<file path="config.mk">
export PLATFORM = sky130hd
export DESIGN_NAME = fetch_stage_flat
export DESIGN_NICKNAME = d
export VERILOG_FILES = /design/src/rtl/fetch_stage_pkg.sv /design/src/rtl/fetch_stage_if.sv /design/src/rtl/fetch_stage_btb.sv /design/src/rtl/fetch_stage.sv /design/src/flat_wrapper.sv
export SDC_FILE = /design/constraint.sdc
export NUM_CORES = 1
export LEC_CHECK = 0
export ABC_AREA = 0
export BUFFER_PORTS_ARGS = -buffer_cell sky130_fd_sc_hd__buf_2
export CAP_MARGIN = 20
export CORE_MARGIN = 10
export CORE_UTILIZATION = 56
export CTS_CLUSTER_DIAMETER = 30
export DETAILED_ROUTE_END_ITERATION = 8
export PLACE_DENSITY = 0.71
export SYNTH_ARGS = -nofsm -noshare
export SYNTH_HDL_FRONTEND = slang
export SYNTH_SLANG_ARGS = --single-unit
</file>
<file path="constraint.sdc">
create_clock -name clk -period 11.54 [get_ports clk]
set_input_delay 3.462 -clock clk [delete_from_list [all_inputs] [get_ports clk]]
set_output_delay 3.462 -clock clk [all_outputs]
set_load 0.005 [all_outputs]
</file>
<file path="src/rtl/fetch_stage_pkg.sv">
// Shared pipeline definitions: NOP encoding, branch counter states, BTB sizing.
package fetch_stage_pkg;

  localparam logic [31:0] NOP_INST            = 32'h2000_0000;
  localparam int          BTB_ENTRIES_DEFAULT = 16;

  // 2-bit saturating branch counter; the MSB is the taken prediction
  typedef enum logic [1:0] {
    CTR_STRONG_NT = 2'd0,
    CTR_WEAK_NT   = 2'd1,
    CTR_WEAK_T    = 2'd2,
    CTR_STRONG_T  = 2'd3
  } ctr_e;

  function automatic ctr_e ctr_next(input ctr_e cur, input logic taken);
    ctr_e nxt;
    nxt = cur;
    unique case (cur)
      CTR_STRONG_NT: nxt = taken ? CTR_WEAK_NT  : CTR_STRONG_NT;
      CTR_WEAK_NT:   nxt = taken ? CTR_WEAK_T   : CTR_STRONG_NT;
      CTR_WEAK_T:    nxt = taken ? CTR_STRONG_T : CTR_WEAK_NT;
      CTR_STRONG_T:  nxt = taken ? CTR_STRONG_T : CTR_WEAK_T;
      default:       nxt = CTR_STRONG_NT;
    endcase
    return nxt;
  endfunction

endpackage

</file>
<file path="src/rtl/fetch_stage_if.sv">
// Instruction memory bus: fetch drives the address, memory returns data and ready.
interface fetch_stage_if #(
  parameter int XLEN     = 32,
  parameter int VPC_BITS = 32
);
  logic [VPC_BITS-1:0] imem_addr;
  logic [XLEN-1:0]     imem_rdata;
  logic                imem_ready;

  modport master (output imem_addr, input imem_rdata, input imem_ready);
  modport slave  (input imem_addr, output imem_rdata, output imem_ready);
endinterface

</file>
<file path="src/rtl/fetch_stage_btb.sv">
// Direct-mapped branch target buffer with 2-bit saturating counters.
module btb_2bit
  import fetch_stage_pkg::*;
#(
  parameter int VPC_BITS    = 32,
  parameter int BTB_ENTRIES = BTB_ENTRIES_DEFAULT
) (
  input  logic                clk,
  input  logic                rst,
  input  logic [VPC_BITS-1:0] lookup_pc,
  output logic                lookup_hit,
  output logic                lookup_taken,
  output logic [VPC_BITS-1:0] lookup_target,
  input  logic                upd_en,
  input  logic [VPC_BITS-1:0] upd_pc,
  input  logic                upd_taken,
  input  logic [VPC_BITS-1:0] upd_target
);

  localparam int IDX_W = $clog2(BTB_ENTRIES);
  localparam int TAG_W = VPC_BITS - IDX_W - 2;

  logic [BTB_ENTRIES-1:0] valid_q, valid_d;
  ctr_e                   ctr_q [BTB_ENTRIES];
  ctr_e                   ctr_d [BTB_ENTRIES];
  logic [TAG_W-1:0]       tag_q [BTB_ENTRIES];
  logic [TAG_W-1:0]       tag_d [BTB_ENTRIES];
  logic [VPC_BITS-1:0]    tgt_q [BTB_ENTRIES];
  logic [VPC_BITS-1:0]    tgt_d [BTB_ENTRIES];

  logic [IDX_W-1:0] lk_idx, up_idx;
  logic [TAG_W-1:0] lk_tag, up_tag;
  logic             up_hit;

  assign lk_idx = lookup_pc[IDX_W+1:2];
  assign lk_tag = lookup_pc[VPC_BITS-1:IDX_W+2];
  assign up_idx = upd_pc[IDX_W+1:2];
  assign up_tag = upd_pc[VPC_BITS-1:IDX_W+2];

  // Lookup reads registered state only, so a same-cycle update is not visible yet
  always_comb begin
    lookup_hit    = valid_q[lk_idx] && (tag_q[lk_idx] == lk_tag);
    lookup_taken  = lookup_hit && ctr_q[lk_idx][1];
    lookup_target = tgt_q[lk_idx];
    up_hit        = valid_q[up_idx] && (tag_q[up_idx] == up_tag);
  end

  // Entry update: train on hit, allocate on taken miss, ignore not-taken miss
  always_comb begin
    valid_d = valid_q;
    ctr_d   = ctr_q;
    tag_d   = tag_q;
    tgt_d   = tgt_q;
    if (rst) begin
      valid_d = '0;
      for (int unsigned i = 0; i < BTB_ENTRIES; i++) ctr_d[i] = CTR_STRONG_NT;
    end else if (upd_en) begin
      if (up_hit) begin
        ctr_d[up_idx] = ctr_next(ctr_q[up_idx], upd_taken);
        if (upd_taken) tgt_d[up_idx] = upd_target;
      end else if (upd_taken) begin
        valid_d[up_idx] = 1'b1;
        tag_d[up_idx]   = up_tag;
        tgt_d[up_idx]   = upd_target;
        ctr_d[up_idx]   = CTR_WEAK_T;
      end
    end
  end

  // Valid bits and counters are the only state that needs a defined reset value
  always_ff @(posedge clk) begin
    valid_q <= valid_d;
    ctr_q   <= ctr_d;
  end

  // Tags and targets are qualified by valid and carry no reset
  always_ff @(posedge clk) begin
    tag_q <= tag_d;
    tgt_q <= tgt_d;
  end

endmodule

</file>
<file path="src/rtl/fetch_stage.sv">
// Fetch stage: PC register, next-PC selection and BTB-based prediction.
module fetch_stage
  import fetch_stage_pkg::*;
#(
  parameter int                 XLEN        = 32,
  parameter int                 VPC_BITS    = 32,
  parameter int                 BTB_ENTRIES = BTB_ENTRIES_DEFAULT,
  parameter logic [VPC_BITS-1:0] RESET_PC   = '0
) (
  input  logic                clk,
  input  logic                rst,
  input  logic                stall_D,
  input  logic                MEM_stall,
  input  logic                EX_taken,
  input  logic [VPC_BITS-1:0] EX_redirect_pc,
  input  logic                EX_is_branch,
  input  logic [VPC_BITS-1:0] EX_pc,
  input  logic                EX_br_taken,
  input  logic [VPC_BITS-1:0] EX_br_target,
  fetch_stage_if.master       imem,
  output logic [VPC_BITS-1:0] F_pc,
  output logic [XLEN-1:0]     F_inst,
  output logic                F_BP_taken,
  output logic [VPC_BITS-1:0] F_BP_target_pc
);

  logic [VPC_BITS-1:0] pc_q, pc_d;
  logic [VPC_BITS-1:0] pc_plus4;
  logic                btb_hit, btb_taken;
  logic [VPC_BITS-1:0] btb_target;
  logic                fetch_ok;
  logic                hold;

  btb_2bit #(
    .VPC_BITS    (VPC_BITS),
    .BTB_ENTRIES (BTB_ENTRIES)
  ) u_btb (
    .clk           (clk),
    .rst           (rst),
    .lookup_pc     (pc_q),
    .lookup_hit    (btb_hit),
    .lookup_taken  (btb_taken),
    .lookup_target (btb_target),
    .upd_en        (EX_is_branch),
    .upd_pc        (EX_pc),
    .upd_taken     (EX_br_taken),
    .upd_target    (EX_br_target)
  );

  assign imem.imem_addr = pc_q;
  assign F_pc           = pc_q;

  // Fetch outputs and next-PC mux; redirect wins over every stall source
  always_comb begin
    pc_plus4       = pc_q + VPC_BITS'(4);
    fetch_ok       = imem.imem_ready && !EX_taken && !rst;
    hold           = stall_D || MEM_stall || !imem.imem_ready;
    F_inst         = fetch_ok ? imem.imem_rdata : XLEN'(NOP_INST);
    F_BP_taken     = fetch_ok && btb_hit && btb_taken;
    F_BP_target_pc = F_BP_taken ? btb_target : pc_plus4;
    if (rst)             pc_d = RESET_PC;
    else if (EX_taken)   pc_d = EX_redirect_pc;
    else if (hold)       pc_d = pc_q;
    else if (F_BP_taken) pc_d = btb_target;
    else                 pc_d = pc_plus4;
  end

  // PC register
  always_ff @(posedge clk) begin
    pc_q <= pc_d;
  end

endmodule

</file>
<file path="src/flat_wrapper.sv">
// flat-port wrapper written by rule: the top's interface ports become plain ports
module fetch_stage_flat import fetch_stage_pkg::*;
#(
  parameter int                 XLEN        = 32,
  parameter int                 VPC_BITS    = 32,
  parameter int                 BTB_ENTRIES = BTB_ENTRIES_DEFAULT,
  parameter logic [VPC_BITS-1:0] RESET_PC   = '0
)
  (clk, rst, stall_D, MEM_stall, EX_taken, EX_redirect_pc, EX_is_branch, EX_pc, EX_br_taken, EX_br_target, F_pc, F_inst, F_BP_taken, F_BP_target_pc, imem_imem_addr, imem_imem_rdata, imem_imem_ready);
  fetch_stage_if #(.XLEN(XLEN), .VPC_BITS(VPC_BITS)) imem_i ();
  input  logic clk;
  input  logic rst;
  input  logic stall_D;
  input  logic MEM_stall;
  input  logic EX_taken;
  input  logic [VPC_BITS-1:0] EX_redirect_pc;
  input  logic EX_is_branch;
  input  logic [VPC_BITS-1:0] EX_pc;
  input  logic EX_br_taken;
  input  logic [VPC_BITS-1:0] EX_br_target;
  output logic [VPC_BITS-1:0] F_pc;
  output logic [XLEN-1:0] F_inst;
  output logic F_BP_taken;
  output logic [VPC_BITS-1:0] F_BP_target_pc;
  output wire logic [$bits(imem_i.imem_addr)-1:0] imem_imem_addr;
  input wire logic [$bits(imem_i.imem_rdata)-1:0] imem_imem_rdata;
  input wire logic [$bits(imem_i.imem_ready)-1:0] imem_imem_ready;
  assign imem_imem_addr = imem_i.imem_addr;
  assign imem_i.imem_rdata = imem_imem_rdata;
  assign imem_i.imem_ready = imem_imem_ready;
  fetch_stage #(.XLEN(XLEN), .VPC_BITS(VPC_BITS), .BTB_ENTRIES(BTB_ENTRIES), .RESET_PC(RESET_PC)) u_core (.clk(clk), .rst(rst), .stall_D(stall_D), .MEM_stall(MEM_stall), .EX_taken(EX_taken), .EX_redirect_pc(EX_redirect_pc), .EX_is_branch(EX_is_branch), .EX_pc(EX_pc), .EX_br_taken(EX_br_taken), .EX_br_target(EX_br_target), .imem(imem_i), .F_pc(F_pc), .F_inst(F_inst), .F_BP_taken(F_BP_taken), .F_BP_target_pc(F_BP_target_pc));
endmodule
</file>
==> load_flow_metrics.sql <==
INSERT INTO impl_metrics (metric_group, metric, value, unit) VALUES
('outcome', 'run_status', 'complete, no violations', ''),
('die', 'pin_count', '265', ''),
('route', 'initial_drt_markers', '3874', ''),
('cts', 'ctsHtreeMaxLevel', '4', ''),
('cells_and_area', 'layout.cells.most_common', 'sky130_fd_sc_hd__edfxtp_1', ''),
('synth', 'synth-async-reset-ratio', '0', '%'),
('timing', 'grt_setup_unrepaired', 'false', ''),
('cts', 'worstSkewPairLatency', '0.77', 'ns'),
('die', 'core.rowCount', '103', ''),
('cts', 'cts-hold-fix-buffers', '0', ''),
('worst_setup_path', 'critical_path_peak_fanout', '35', ''),
('synth', 'yosys_warnings', '0', ''),
('synth', 'mappedNetlistNets', '2507', ''),
('worst_setup_path', 'critical_path_depth', '9', ''),
('cts', 'clock_path_buffers', '3', ''),
('die', 'core_area', '79000', 'um^2'),
('timing', 'fin_crit', '10.70', 'ns'),
('timing', 'hold-worst-slack', '0.457', 'ns'),
('worst_setup_path', 'required', '8.08', 'ns'),
('route', 'count_of_vias_placed_by_the_detailed_router', '26900', ''),
('route', 'route.detailed.drc', '0', ''),
('synth', 'syn_inst', '2370', ''),
('flow_run', 'max_cap_violations', '0', ''),
('die', 'fp.dieH', '302', 'um'),
('global_route', 'total_congestion_overflow_after_global_routing', '0', ''),
('route', 'drt_pre_antenna_iters', '6', ''),
('placed_design', 'gp_congestion', '0.926', ''),
('cells_and_area', 'nets', '2827', ''),
('die', 'initial_core_utilization', '56.5', '%'),
('cts', 'ctsRootBufferMaster', 'sky130_fd_sc_hd__clkbuf_16', ''),
('cts', 'tritoncts.num_buffers', '180', ''),
('timing', 'min_period_over_period', '92.7', '%'),
('cts', 'post-cts-setup-buffers', '0', ''),
('cts', 'clk_transition_reported_paths', '0.04', 'ns'),
('worst_hold_path', 'worst_hold_class', 'reg2reg', ''),
('worst_setup_path', 'worst_r2r_path_depth', '11', ''),
('cells_and_area', 'drive_gt1_share', '38.5', '%'),
('global_route', 'grt_pass1_wl', '192000', 'um'),
('placed_design', 'detailed_place_hpwl', '78800', 'um'),
('synth', 'synth.area.top_cells', 'sky130_fd_sc_hd__edfxtp_1, sky130_fd_sc_hd__mux4_2, sky130_fd_sc_hd__dfxtp_1', ''),
('power_and_ir_drop', 'power_per_cell_area', '190', 'nW/um^2'),
('timing', 'fmax', '93.5', 'MHz'),
('power_and_ir_drop', 'cellLeakagePower', '18.1', 'nW'),
('synth', 'synth_edf_count', '928', ''),
('cts', 'tritoncts', 'built', ''),
('route', 'postRouteAntennaNets', '0', ''),
('die', 'die_w', '302', 'um'),
('worst_setup_path', 'critPathLaunchType', 'input port', ''),
('synth', 'synth.lib_cells_used.distinct', '71', ''),
('synth', 'yosys.area.top_type', 'sky130_fd_sc_hd__edfxtp_1', ''),
('die', 'die-area', '91400', 'um^2'),
('worst_setup_path', 'cpMaxStageDelayCell', 'sky130_fd_sc_hd__or4_2', ''),
('worst_setup_path', 'crit_path_end_kind', 'output port', ''),
('timing', 'timing_hold_violations_final', '0', ''),
('worst_hold_path', 'hold_depth', '2', ''),
('power_and_ir_drop', 'irDropWorstVdd', '152', 'uV'),
('timing', 'worst_slew_pin_slew', '1.09', 'ns'),
('synth', 'synth_top_area_share', '62.5', '%'),
('worst_setup_path', 'path_buf_inv', '3', ''),
('timing', 'setup_viol', '0', ''),
('global_route', 'first_global_vias', '27500', ''),
('global_route', 'maximum_number_of_pins_on_one_net_before_global_route_repair', '78', ''),
('worst_setup_path', 'crit_path_max_incr_delay', '1.14', 'ns'),
('synth', 'synth.cell_area', '44600', 'um^2'),
('route', 'wire_per_inst', '34.1', 'um'),
('route', 'finalWirelength', '133000', 'um'),
('cells_and_area', 'top_library_cells_by_usage_in_the_layout_fill_and_taps_aside', 'sky130_fd_sc_hd__edfxtp_1, sky130_fd_sc_hd__mux4_2, sky130_fd_sc_hd__buf_2', ''),
('worst_setup_path', 'worst_path_dominant_cell_family', 'simple AND/OR/NAND/NOR gates', ''),
('worst_setup_path', 'crit_path_cell_chain', 'buf_2, nand4_1, nor4_1, nand4_1, or4_1, or4_2, buf_4, mux2_1, buf_2', ''),
('timing', 'timing.max_slew.rel_slack', '26.5', '%'),
('synth', 'synth-seq-area-share', '66.1', '%');
==> metal layers <==
metal,vias to the layer above,part of all wire [%],GRT usage [%],wire (um)
met1,13900,37,38.5,48800
met2,2020,48,46.2,64300
li1,10600,-,-,-
met3,340,11,7.95,15200
met4,8,3.7,12.0,4870
met5,-,0.036,0,48
==> report_power, final <==
part / total (W) / switching, W / leakage, nW / internal, W
sequential: 0.00407 / 0.0000475 / 9.00 / 0.00402
combinational: 0.000668 / 0.000379 / 6.04 / 0.000289
clock: 0.00544 / 0.00192 / 3.04 / 0.00352
total: 0.0102 / 0.00235 / 18.1 / 0.00783
==> worst reg2reg max path: cells and delay by family, from the launching register on <==
| family | cells | cell delay (ns) |
|---|---|---|
| AO/OA/AOI/OAI | 2 | 0.45 |
| XOR/XNOR | 1 | 0.20 |
| buffers and inverters | 2 | 0.87 |
| flip-flops | 1 | 0.88 |
| multiplexers | 3 | 1.52 |
| AND/OR/NAND/NOR | 3 | 2.03 |
==> kinds of logic (layout without fill, tap and decap cells) <==
family,after synthesis,in the layout,synth area share [%]
AO/OA/AOI/OAI,206,206,3.58
XOR/XNOR,83,83,1.63
adder cells (fa/ha/maj),3,3,0.0729
buffers and inverters,214,688,2.34
flip-flops,1008,1008,66.1
multiplexers,546,546,22.9
other,0,10,0
AND/OR/NAND/NOR,310,310,3.43
==> registers in the layout (all words and copies together), names as in the netlist <==
signal                flops
u_core.u_btb.tgt_q      512
u_core.u_btb.tag_q      416
u_core.F_pc              32
u_core.u_btb.ctr_q       32
u_core.u_btb.valid_q     16
==> cell usage after synthesis (19+ instances only) <==
cell,instances
sky130_fd_sc_hd__nor2_1,64
sky130_fd_sc_hd__and3_1,38
sky130_fd_sc_hd__buf_4,39
sky130_fd_sc_hd__mux2_4,22
sky130_fd_sc_hd__nor3_1,19
sky130_fd_sc_hd__a22o_1,36
sky130_fd_sc_hd__mux4_2,368
sky130_fd_sc_hd__buf_2,29
sky130_fd_sc_hd__mux2i_1,132
sky130_fd_sc_hd__buf_1,27
sky130_fd_sc_hd__xnor2_1,63
sky130_fd_sc_hd__xor2_1,20
sky130_fd_sc_hd__a31o_1,30
sky130_fd_sc_hd__nand3_1,33
sky130_fd_sc_hd__nand2_1,86
sky130_fd_sc_hd__edfxtp_1,928
sky130_fd_sc_hd__dfxtp_1,80
sky130_fd_sc_hd__clkbuf_1,96
==> stage by stage <==
step                total power (W)  instance area (um^2)  instances  setup slack [ns]
floorplan                   0.00454                 44600       2370              2.13
global placement            0.00478                 47100       3557             0.964
detailed placement          0.00480                 47100       3558             0.893
CTS                          0.0102                 53500       3894             0.878
global route                 0.0104                 53500       3898             0.637
finish                       0.0102                 53500       3904             0.840
==> worst paths after layout <==
kind	slack, ns	end	start
worst max-delay path	0.84	F_BP_target_pc[1]	imem_imem_ready
worst min-delay path	0.46	u_core.u_btb.ctr_q[26]	u_core.u_btb.ctr_q[26]
worst max register to register	5.50	u_core.F_pc[22]	u_core.F_pc[2]
worst min register to register	0.46	u_core.u_btb.ctr_q[26]	u_core.u_btb.ctr_q[26]
==> cell type report <==
class                      instances  area, um^2
clock inverter                   142        1740
tap                             1050        1310
sequential                      1008       29500
clock buffer                     194        4610
antenna                           10        25.0
timing repair buffer             337        1930
inverter                          15        56.3
fill                            5009       25500
multi-input combinational       1148       14400
Power figures use the tool's default switching activity.
